--- src/rtl/ret_addr_stack_pkg.sv ---
// Shared CPU package: types and constants for the return-address stack.
// Any unit that configures or checks the overflow policy uses these types.
package ret_addr_stack_pkg;

  typedef enum logic {
    OVF_SAT  = 1'b0,
    OVF_WRAP = 1'b1
  } ovf_mode_e;

  localparam int RAS_DEFAULT_WIDTH = 12;
  localparam int RAS_DEFAULT_DEPTH = 8;

endpackage

--- src/rtl/ret_addr_stack_storage.sv ---
// Storage array for the return-address stack (ras_storage).
// It has one synchronous write port and one combinational read port. It has no reset.
module ras_storage #(
  parameter int WIDTH = 12,
  parameter int DEPTH = 8,
  parameter int AW    = $clog2(DEPTH)
) (
  input  logic             clk,
  input  logic             wrEn,
  input  logic [AW-1:0]    wrAddr,
  input  logic [WIDTH-1:0] wrData,
  input  logic [AW-1:0]    rdAddr,
  output logic [WIDTH-1:0] rdData
);

  logic [WIDTH-1:0] mem [DEPTH];

  always_ff @(posedge clk) begin
    if (wrEn) begin
      mem[wrAddr] <= wrData;
    end
  end

  assign rdData = mem[rdAddr];

endmodule

--- src/rtl/ret_addr_stack.sv ---
// Return-address stack: a circular pointer and a count over ras_storage.
// It has a {ptr, count} checkpoint for branch-flush recovery and sticky overflow/underflow flags.
module ret_addr_stack
  import ret_addr_stack_pkg::*;
#(
  parameter int        WIDTH    = RAS_DEFAULT_WIDTH,
  parameter int        DEPTH    = RAS_DEFAULT_DEPTH,
  parameter ovf_mode_e OVF_MODE = OVF_SAT
) (
  input  logic                       clk,
  input  logic                       rst,
  input  logic                       push,
  input  logic                       pop,
  input  logic [WIDTH-1:0]           pushData,
  input  logic                       ckptSave,
  input  logic                       ckptRestore,
  input  logic                       clrErr,
  output logic [WIDTH-1:0]           topData,
  output logic [$clog2(DEPTH+1)-1:0] count,
  output logic                       empty,
  output logic                       full,
  output logic                       overflow,
  output logic                       underflow
);

  localparam int PW = $clog2(DEPTH);
  localparam int CW = $clog2(DEPTH+1);

  logic [PW-1:0]    ptr, ptrNext, ckptPtr, topIdx, wrAddr;
  logic [CW-1:0]    cnt, cntNext, ckptCnt;
  logic             wrEn, ovfEvt, udfEvt;
  logic [WIDTH-1:0] rdData;

  // ptr points at the next free slot. The top entry sits one slot below it, modulo DEPTH.
  assign topIdx  = ptr - 1'b1;
  assign empty   = (cnt == '0);
  assign full    = (cnt == CW'(DEPTH));
  assign count   = cnt;
  assign topData = empty ? '0 : rdData;

  always_comb begin
    ptrNext = ptr;
    cntNext = cnt;
    wrEn    = 1'b0;
    wrAddr  = ptr;
    ovfEvt  = 1'b0;
    udfEvt  = 1'b0;
    if (ckptRestore) begin
      ptrNext = ckptPtr;
      cntNext = ckptCnt;
    end else if (push && pop && !empty) begin
      // A call and a return in the same cycle replace the top entry.
      wrEn   = 1'b1;
      wrAddr = topIdx;
    end else if (push) begin
      if (!full) begin
        wrEn    = 1'b1;
        ptrNext = ptr + 1'b1;
        cntNext = cnt + 1'b1;
      end else begin
        ovfEvt = 1'b1;
        if (OVF_MODE == OVF_WRAP) begin
          // When full, ptr also addresses the oldest entry, so the new address overwrites it.
          wrEn    = 1'b1;
          ptrNext = ptr + 1'b1;
        end
      end
    end else if (pop) begin
      if (!empty) begin
        ptrNext = topIdx;
        cntNext = cnt - 1'b1;
      end else begin
        udfEvt = 1'b1;
      end
    end
  end

  always_ff @(posedge clk) begin
    if (!rst) begin
      ptr       <= '0;
      cnt       <= '0;
      ckptPtr   <= '0;
      ckptCnt   <= '0;
      overflow  <= 1'b0;
      underflow <= 1'b0;
    end else begin
      ptr <= ptrNext;
      cnt <= cntNext;
      if (ckptSave && !ckptRestore) begin
        ckptPtr <= ptr;
        ckptCnt <= cnt;
      end
      // If an error event and clrErr occur in the same cycle, the error event wins.
      overflow  <= ovfEvt | (overflow & ~clrErr);
      underflow <= udfEvt | (underflow & ~clrErr);
    end
  end

  ras_storage #(
    .WIDTH (WIDTH),
    .DEPTH (DEPTH),
    .AW    (PW)
  ) u_storage (
    .clk    (clk),
    .wrEn   (wrEn & rst),
    .wrAddr (wrAddr),
    .wrData (pushData),
    .rdAddr (topIdx),
    .rdData (rdData)
  );

endmodule

--- config.mk ---
export PLATFORM = sky130hd
export DESIGN_NAME = ret_addr_stack
export DESIGN_NICKNAME = d
export VERILOG_FILES = /design/src/rtl/ret_addr_stack_pkg.sv /design/src/rtl/ret_addr_stack_storage.sv /design/src/rtl/ret_addr_stack.sv
export SDC_FILE = /design/constraint.sdc
export NUM_CORES = 1
export LEC_CHECK = 0
export ABC_CLOCK_PERIOD_IN_PS = 6400
export CORE_UTILIZATION = 40
export CTS_BUF_LIST = sky130_fd_sc_hd__clkbuf_4
export CTS_CLUSTER_SIZE = 20
export DETAILED_ROUTE_END_ITERATION = 10
export DONT_BUFFER_PORTS = 1
export PLACE_DENSITY_LB_ADDON = 0.05
export SETUP_SLACK_MARGIN = 0.5
export SYNTH_ARGS = -nofsm -noshare
export SYNTH_HDL_FRONTEND = slang
export SYNTH_SLANG_ARGS = --single-unit
--- constraint.sdc ---
create_clock -name clk -period 6.4 [get_ports clk]
set_input_delay 0.64 -clock clk [delete_from_list [all_inputs] [get_ports clk]]
set_output_delay 0.64 -clock clk [all_outputs]
set_load 0.05 [all_outputs]
Word-level counts from Yosys, hierarchy flattened
Memories as Yosys holds them, arrays and structs flattened. Index checks and enable logic that the tools add are counted.

Register bits: 16. Bits in writable memories: 96. Input bits: 19. Word-level logic and storage cells: 59. Memories kept: 1.

Add/subtract/negate cells: 4. Equality and inequality tests: 4. Multiplexer cells: 30. Bitwise operators: 6. Reductions and logical operators: 8.

Memories: u_storage.mem (words 8, bits a word 12, rd ports 1, clocked after Yosys merged registers in 0, write ports 1, RTL line ret_addr_stack_storage.sv:16) `logic [WIDTH-1:0] mem [DEPTH];`.

Operator list (count): two-way mux 3 bit (8); two-way mux 4 bit (6); two-way mux 1 bit (15); two-way mux 12 bit (1); != test 3 bit, second input constant (2); adder 4 x 1 -> 4 bit, second input constant (1); equality test 4 bit, second input constant (1); logical NOT 4 bit (1); AND reduction 4 bit (1); subtractor 4 x 1 -> 4 bit, second input constant (1); adder 3 x 1 -> 3 bit, second input constant (1); AND 1 bit (3); logical AND 1 bit (3); nonzero test 3 bit (1); subtractor 3 x 1 -> 3 bit, second input constant (1); logical NOT 1 bit (2); != test 2 bit, second input constant (1); OR 1 bit (2); NOT 1 bit (1).

Depth between registers and ports, before layout
Gate-level depths: netlist (run 1).

Word-level depth: 8. Depth in mapped cells: 8.

By module
Synthesis (run 1) repeated with hierarchy kept, for this count alone.

Cell total of the unflattened synthesis: 279. Area, all modules: 4812.1 µm².

Modules (own cells, without submodules): ras_storage (times used 1, cells an instance 152, area each 3747.3 µm², seq. area each 2882.8 µm²); ret_addr_stack (times used 1, cells an instance 127, area each 1064.8 µm², seq. area each 320.3 µm²).

Worst setup path before layout (run 1)
No wires, ideal clock.

Path type: register -> output. From: register ptr[0]. To: output topData[6]. Arrival: 2.887 ns. Setup slack: 2.873 ns. Stages on the path, launching flop included: 9. Buffers on the path: 3. Cell sequence: dfxtp_1 > clkbuf_1 > inv_1 > ha_1 > clkbuf_1 > clkbuf_1 > mux4_2 > nand2_1 > a21oi_1.

Longest elaborated chain between the ends: 3.

Ends and longest elaborated chain: start, declared (RTL line ret_addr_stack.sv:29) `logic [PW-1:0] ptr, ptrNext, ckptPtr, topIdx, wrAddr;`; start signal, assigned (RTL line ret_addr_stack.sv:87) `ptr <= ptrNext;`; subtractor 3 x 1 -> 3 bit (RTL line ret_addr_stack.sv:35) `assign topIdx = ptr - 1'b1;`; memory (8 x 12 bit); two-way mux 12 bit (RTL line ret_addr_stack.sv:39) `assign topData = empty ? '0 : rdData;`; end, declared (RTL line ret_addr_stack.sv:18) `output logic [WIDTH-1:0] topData,`.

Every way passes these cells.

Worst setup path in the final report (run 1)
From: register ptr[1]. To: output topData[10].

Same word-level chain as after synthesis.

==> results of run 1 <==
layer usage:
metal  up-vias  GRT usage (%)  routed length [µm]
li1       1205              -                   -
met1      1301           23.5                4620
met2        46           26.5                4680
met3        11           3.59                 329
met4         0           7.30                 145
met5         -              0                   0
per-stage QoR:
step | area [µm²] | cells | hold slack, ps | worst slack [ps] | util (%)
final | 5120 | 457 | 237 | 2500 | 44.3
after global routing | 5120 | 457 | 182 | 2220 | 44.3
after CTS | 5120 | 457 | 185 | 2350 | 44.3
after detailed placement | 4980 | 441 | 476 | 2910 | 43.0
after global placement | 4980 | 441 | 472 | 2910 | 43.0
after floorplan | 4790 | 305 | 461 | 2870 | -
report_power, final:
part | leakage [nW] | internal (mW) | switching [mW]
clock network | 0.0802 | 0.124 | 0.238
registers | 0.995 | 0.803 | 0.0169
logic | 0.547 | 0.0694 | 0.150
worst max-delay path by stage:
stage / depth (start not counted) / slack (ps) / start / endpoint
6_report: 6 / 2500 / ptr[1] / topData[10]
5_1_grt: 6 / 2220 / ptr[1] / topData[9]
4_1_cts: 6 / 2350 / ptr[1] / topData[10]
3_5_place_dp: 6 / 2910 / ptr[1] / topData[10]
3_3_place_gp: 6 / 2910 / ptr[1] / topData[10]
2_1_floorplan: 8 / 2870 / ptr[0] / topData[6]
critical path, cell delays in order (launching register included):
cell	delay [ps]
dfxtp_1	410
inv_1	90
ha_1	830
buf_4	350
mux4_2	200
nand2_1	50
a21oi_1	860
state kept, by name (all words and copies together), names as in the netlist:
| signal | count |
|---|---|
| ptr | 3 |
| ckptPtr | 3 |
| overflow | 1 |
| u_storage.mem | 96 |
| underflow | 1 |
| count | 4 |
| ckptCnt | 4 |
logic make-up (layout without fill, tap and decap cells):
logic type               Yosys count  after routing  share of synthesized area (%)
adder cells (fa/ha/maj)            5              5                           1.46
buffers and inverters             29             38                           2.64
flip-flops                       112            112                           66.9
AO/OA/AOI/OAI                     47             47                           6.69
AND/OR/NAND/NOR                   76             76                           8.67
multiplexers                      32             32                           13.0
XOR/XNOR                           4              4                          0.731
layout make-up:
| type | count | area (µm²) |
|---|---|---|
| Multi-Input combinational cell | 164 | 1460 |
| Timing Repair Buffer | 13 | 97.6 |
| Sequential cell | 112 | 3200 |
| Inverter | 9 | 33.8 |
| Tap cell | 143 | 179 |
| Clock buffer | 9 | 67.6 |
| Clock inverter | 7 | 76.3 |
| Fill cell | 1056 | 6440 |
Yosys cell counts, types with 2 or more instances:
cell type	count
edfxtp_1	96
mux4_2	24
nand2_1	24
a21oi_1	22
dfxtp_1	16
clkbuf_1	15
nand3_1	10
nor2b_1	10
inv_1	8
mux2i_1	8
o21ai_0	6
and3_1	5
nand4_1	5
ha_1	4
nor2_1	4
nor3_1	3
nor4_1	3
xnor2_1	3
buf_2	2
buf_6	2
nand3b_1	2
o21ai_1	2
o31ai_1	2
o41ai_1	2
or3_1	2
or4b_2	2
==> impl_metrics.env, run 1 <==
export IMPL_maxCapViolations=0
export IMPL_cts_tree="yes"
export IMPL_cts_buffers=9
export IMPL_clk_latency_ps=480
export IMPL_power_density_nw_per_um2=274
export IMPL_grt_max_degree=30
export IMPL_slew_headroom_pct=27.5
export IMPL_antenna_left=0
export IMPL_overflow=0
export IMPL_max_vdd_ir_drop_mv=0.158
export IMPL_fin_crit_sh_pct=61.0
export IMPL_routabilityCongestion=0.720
export IMPL_cts_hold_buf=0
export IMPL_htree_levels=3
export IMPL_grt_pass1_vias=2626
export IMPL_dp_hpwl_mm=6.29
export IMPL_final_common_cell="edfxtp_1"
export IMPL_min_path_type="in -> reg"
export IMPL_r2r_slack_ps=3070
export IMPL_synth_edff_count=96
export IMPL_track_usage_pct=17.1
export IMPL_slew_viol_final=0
export IMPL_synth_area_um2=4790
export IMPL_clkTransAtPathRegs_ps=180
export IMPL_worstHoldPathCells=0
export IMPL_cts_resized=0
export IMPL_root_buffer="clkbuf_4"
export IMPL_dr_pass1_iters=10
export IMPL_hold_violations=0
export IMPL_fmax_mhz=256
export IMPL_drive_gt1_share_pct=18.8
export IMPL_core_um2=11600
export IMPL_leakagePower_nw=1.62
export IMPL_die_h_um=111
export IMPL_io_pins=39
export IMPL_grt_pass1_wl_mm=15.5
export IMPL_timing_reg2reg_worst_path_depth=7
export IMPL_start_kind="register"
export IMPL_setup_viol=0
export IMPL_fp_dieW_um=111
export IMPL_rsz0062_at_grt="no"
export IMPL_arrival_ps=3260
export IMPL_yosysWarnings=0
export IMPL_required_ps=5760
export IMPL_vias_per_cell=5.61
export IMPL_violations="DRC"
export IMPL_syn_to_final_growth_pct=6.87
export IMPL_drcViolationCount=3
export IMPL_syn_instance_count=305
export IMPL_power_mw=1.40
export IMPL_portBuffers=0
export IMPL_dieArea_um2=12400
export IMPL_synthArstFlopShare_pct=0
export IMPL_clk_path_buf_depth=2
export IMPL_ys_seq_area_share_pct=66.9
export IMPL_worstSetupEndpointType="output pin"
export IMPL_nets=333
export IMPL_mostFrequentLayoutCells="96 x edfxtp_1, 24 x mux4_2, 24 x nand2_1"
export IMPL_yosysUniqueCellTypes=49
export IMPL_crit_type="reg -> out"
export IMPL_finClkSkew_ps=20.5
export IMPL_min_from="pushData[5]"
export IMPL_hold_path_end="u_storage.mem[7][5]"
export IMPL_rr_endpoint="u_storage.mem[5][6]"
export IMPL_start_util_pct=41.4
export IMPL_synth_area_leaders="edfxtp_1 60%, mux4_2 11%, dfxtp_1 6.7%"
export IMPL_cts_sinks=112
export IMPL_yosys_area_top_type_share_pct=60.2
export IMPL_synth_largest_area_cell="edfxtp_1"
export IMPL_antenna_found_initial=0
export IMPL_outcome="complete, but fails checks"
export IMPL_final_min_clock_period_ps=3900
export IMPL_tns_ps=0
export IMPL_synth_nets=329
export IMPL_yosys_register_bits=112
export IMPL_synth_top_flop_cell="edfxtp_1"
export IMPL_synth_area_per_cell_um2=15.7
export IMPL_tightest_slew_ps=1090
export IMPL_cts_setup_buffers=0
export IMPL_antenna_cells=0
export IMPL_drt_total_wl_mm=9.78
export IMPL_row_count=39
export IMPL_num_vias=2563
export IMPL_wl_per_cell_um=21.4
export IMPL_crit_fanout=19
export IMPL_r2r_start="count[0]"
export IMPL_drtIter0Drc=106
Power figures use the tool's default switching activity.
==> run 2: changes to the inputs <==
ABC_CLOCK_PERIOD_IN_PS = 4050   (was 6400)
clock period = 4.05 ns   (was 6.4 ns; I/O delays follow)
==> impl_metrics.env, run 2 (synthesis gave the netlist of run 1 again) <==
export IMPL_final_common_cell="edfxtp_1"
export IMPL_crit_type="reg -> out"
export IMPL_dp_hpwl_mm=6.76
export IMPL_nets=358
export IMPL_htree_levels=3
export IMPL_tightest_slew_ps=918
export IMPL_fmax_mhz=319
export IMPL_antenna_found_initial=0
export IMPL_fp_dieW_um=111
export IMPL_crit_fanout=22
export IMPL_vias_per_cell=5.62
export IMPL_routabilityCongestion=0.748
export IMPL_core_um2=11600
export IMPL_cts_setup_buffers=0
export IMPL_clk_latency_ps=480
export IMPL_tns_ps=0
export IMPL_switching_power_mw=0.645
export IMPL_r2r_slack_ps=1170
export IMPL_r2r_start="count[0]"
export IMPL_drive_gt1_share_pct=21.3
export IMPL_cp_cell_sequence="inv_1 > ha_1 > buf_4 > mux4_2 > nand2_1 > a21oi_1 > buf_4"
export IMPL_die_h_um=111
export IMPL_syn_to_final_growth_pct=11.5
export IMPL_dr_pass1_iters=8
export IMPL_p_sw_share_pct=28.5
export IMPL_slowest_stage="ha_1"
export IMPL_cts_sinks=112
export IMPL_outcome="complete, but fails checks"
export IMPL_pwr_share_comb_pct=18.2
export IMPL_maxCapViolations=0
export IMPL_grt_pass1_wl_mm=16.4
export IMPL_clkTransAtPathRegs_ps=160
export IMPL_clk_path_buf_depth=2
export IMPL_overflow=0
export IMPL_start_kind="register"
export IMPL_rr_endpoint="u_storage.mem[4][8]"
export IMPL_cts_tree="yes"
export IMPL_max_vdd_ir_drop_mv=0.225
export IMPL_track_usage_pct=18.2
export IMPL_rsz0062_at_grt="no"
export IMPL_top_register="u_storage.mem"
export IMPL_num_vias=2702
export IMPL_required_ps=3640
export IMPL_portBuffers=0
export IMPL_setup_viol=0
export IMPL_hold_path_end="count[3]"
export IMPL_worstSetupEndpointType="output pin"
export IMPL_dieArea_um2=12400
export IMPL_p_seq_share_pct=57.1
export IMPL_row_count=39
export IMPL_start_util_pct=41.4
export IMPL_arrival_ps=2730
export IMPL_internal_power_mw=1.62
export IMPL_hold_violations=0
export IMPL_slew_headroom_pct=38.6
export IMPL_drcViolationCount=4
export IMPL_worstHoldPathCells=2
export IMPL_drtIter0Drc=139
export IMPL_wl_per_cell_um=21.7
export IMPL_root_buffer="clkbuf_4"
export IMPL_min_from="rst"
export IMPL_cp_buffers_inverters=3
export IMPL_final_min_clock_period_ps=3140
export IMPL_largest_reg_flops=96
export IMPL_grt_max_degree=30
export IMPL_p_clk_share_pct=24.6
export IMPL_cts_buffers=9
export IMPL_power_density_nw_per_um2=423
export IMPL_antenna_cells=0
export IMPL_mostFrequentLayoutCells="96 x edfxtp_1, 25 x buf_4, 24 x mux4_2, 24 x nand2_1, 22 x a21oi_1"
export IMPL_cp_top_family="buffers and inverters"
export IMPL_timing_reg2reg_worst_path_depth=7
export IMPL_slowest_delay_ps=520
export IMPL_fin_crit_sh_pct=77.5
export IMPL_worst_path_most_repeated_cell="buf_4"
export IMPL_leakagePower_nw=1.73
export IMPL_fin_util_pct=46.2
export IMPL_antenna_left=0
export IMPL_violations="DRC"
export IMPL_finClkSkew_ps=23.7
export IMPL_drt_total_wl_mm=10.4
export IMPL_io_pins=39
export IMPL_min_path_type="in -> reg"
export IMPL_whs_ps=46.5
export IMPL_grt_pass1_vias=2745
export IMPL_slew_viol_final=0
==> run 2: what timing repair did <==
| item | 4_1_cts | 5_1_grt |
|---|---|---|
| hold endpoints to repair | 99 | 0 |
| setup endpoints to repair | 0 | 1 |
| hold buffers | 13 | 0 |
| gates resized for setup | 0 | 1 |
==> run 2: stage by stage <==
step	instances	power [mW]	setup slack [ps]	area, µm²
6_report	481	2.26	913	5340
5_1_grt	481	2.36	714	5340
4_1_cts	481	2.29	686	5330
3_5_place_dp	453	1.71	1200	5070
3_3_place_gp	453	1.71	1220	5070
2_1_floorplan	305	1.61	758	4790
==> run 2: how the worst max path moves through the flow <==
stage	startpoint	to	cells after the start	slack [ps]
floorplan	ptr[0]	topData[6]	8	760
global placement	count[0]	u_storage.mem[7][7]	7	1220
detailed placement	count[0]	u_storage.mem[5][5]	7	1200
CTS	ptr[1]	topData[10]	6	690
global route	ptr[1]	topData[9]	7	710
finish	ptr[1]	topData[10]	7	910
==> run 2: area by class of cell <==
type                            instances  area (µm²)
Clock buffer                           11        82.6
Multi-Input combinational cell        164        1470
Fill cell                            1007        6220
Timing Repair Buffer                   38         318
Clock inverter                          4        55.1
Sequential cell                       112        3200
Tap cell                              143         179
Inverter                                9        33.8
==> run 2: routing by layer <==
| metal | up-vias | global-route usage [%] | wire length, µm |
|---|---|---|---|
| li1 | 1251 | - | - |
| met1 | 1375 | 23.7 | 4680 |
| met2 | 70 | 30.2 | 5150 |
| met3 | 6 | 5.28 | 489 |
| met4 | 0 | 4.59 | 102 |
| met5 | - | 0 | 0 |
==> run 2: power groups by stage <==
stage	clock network [mW]	registers, mW	logic (mW)
final	0.556	1.29	0.412
after global routing	0.620	1.29	0.444
after CTS	0.578	1.29	0.419
after detailed placement	0	1.32	0.392
after global placement	0	1.32	0.391
after floorplan	0	1.32	0.298
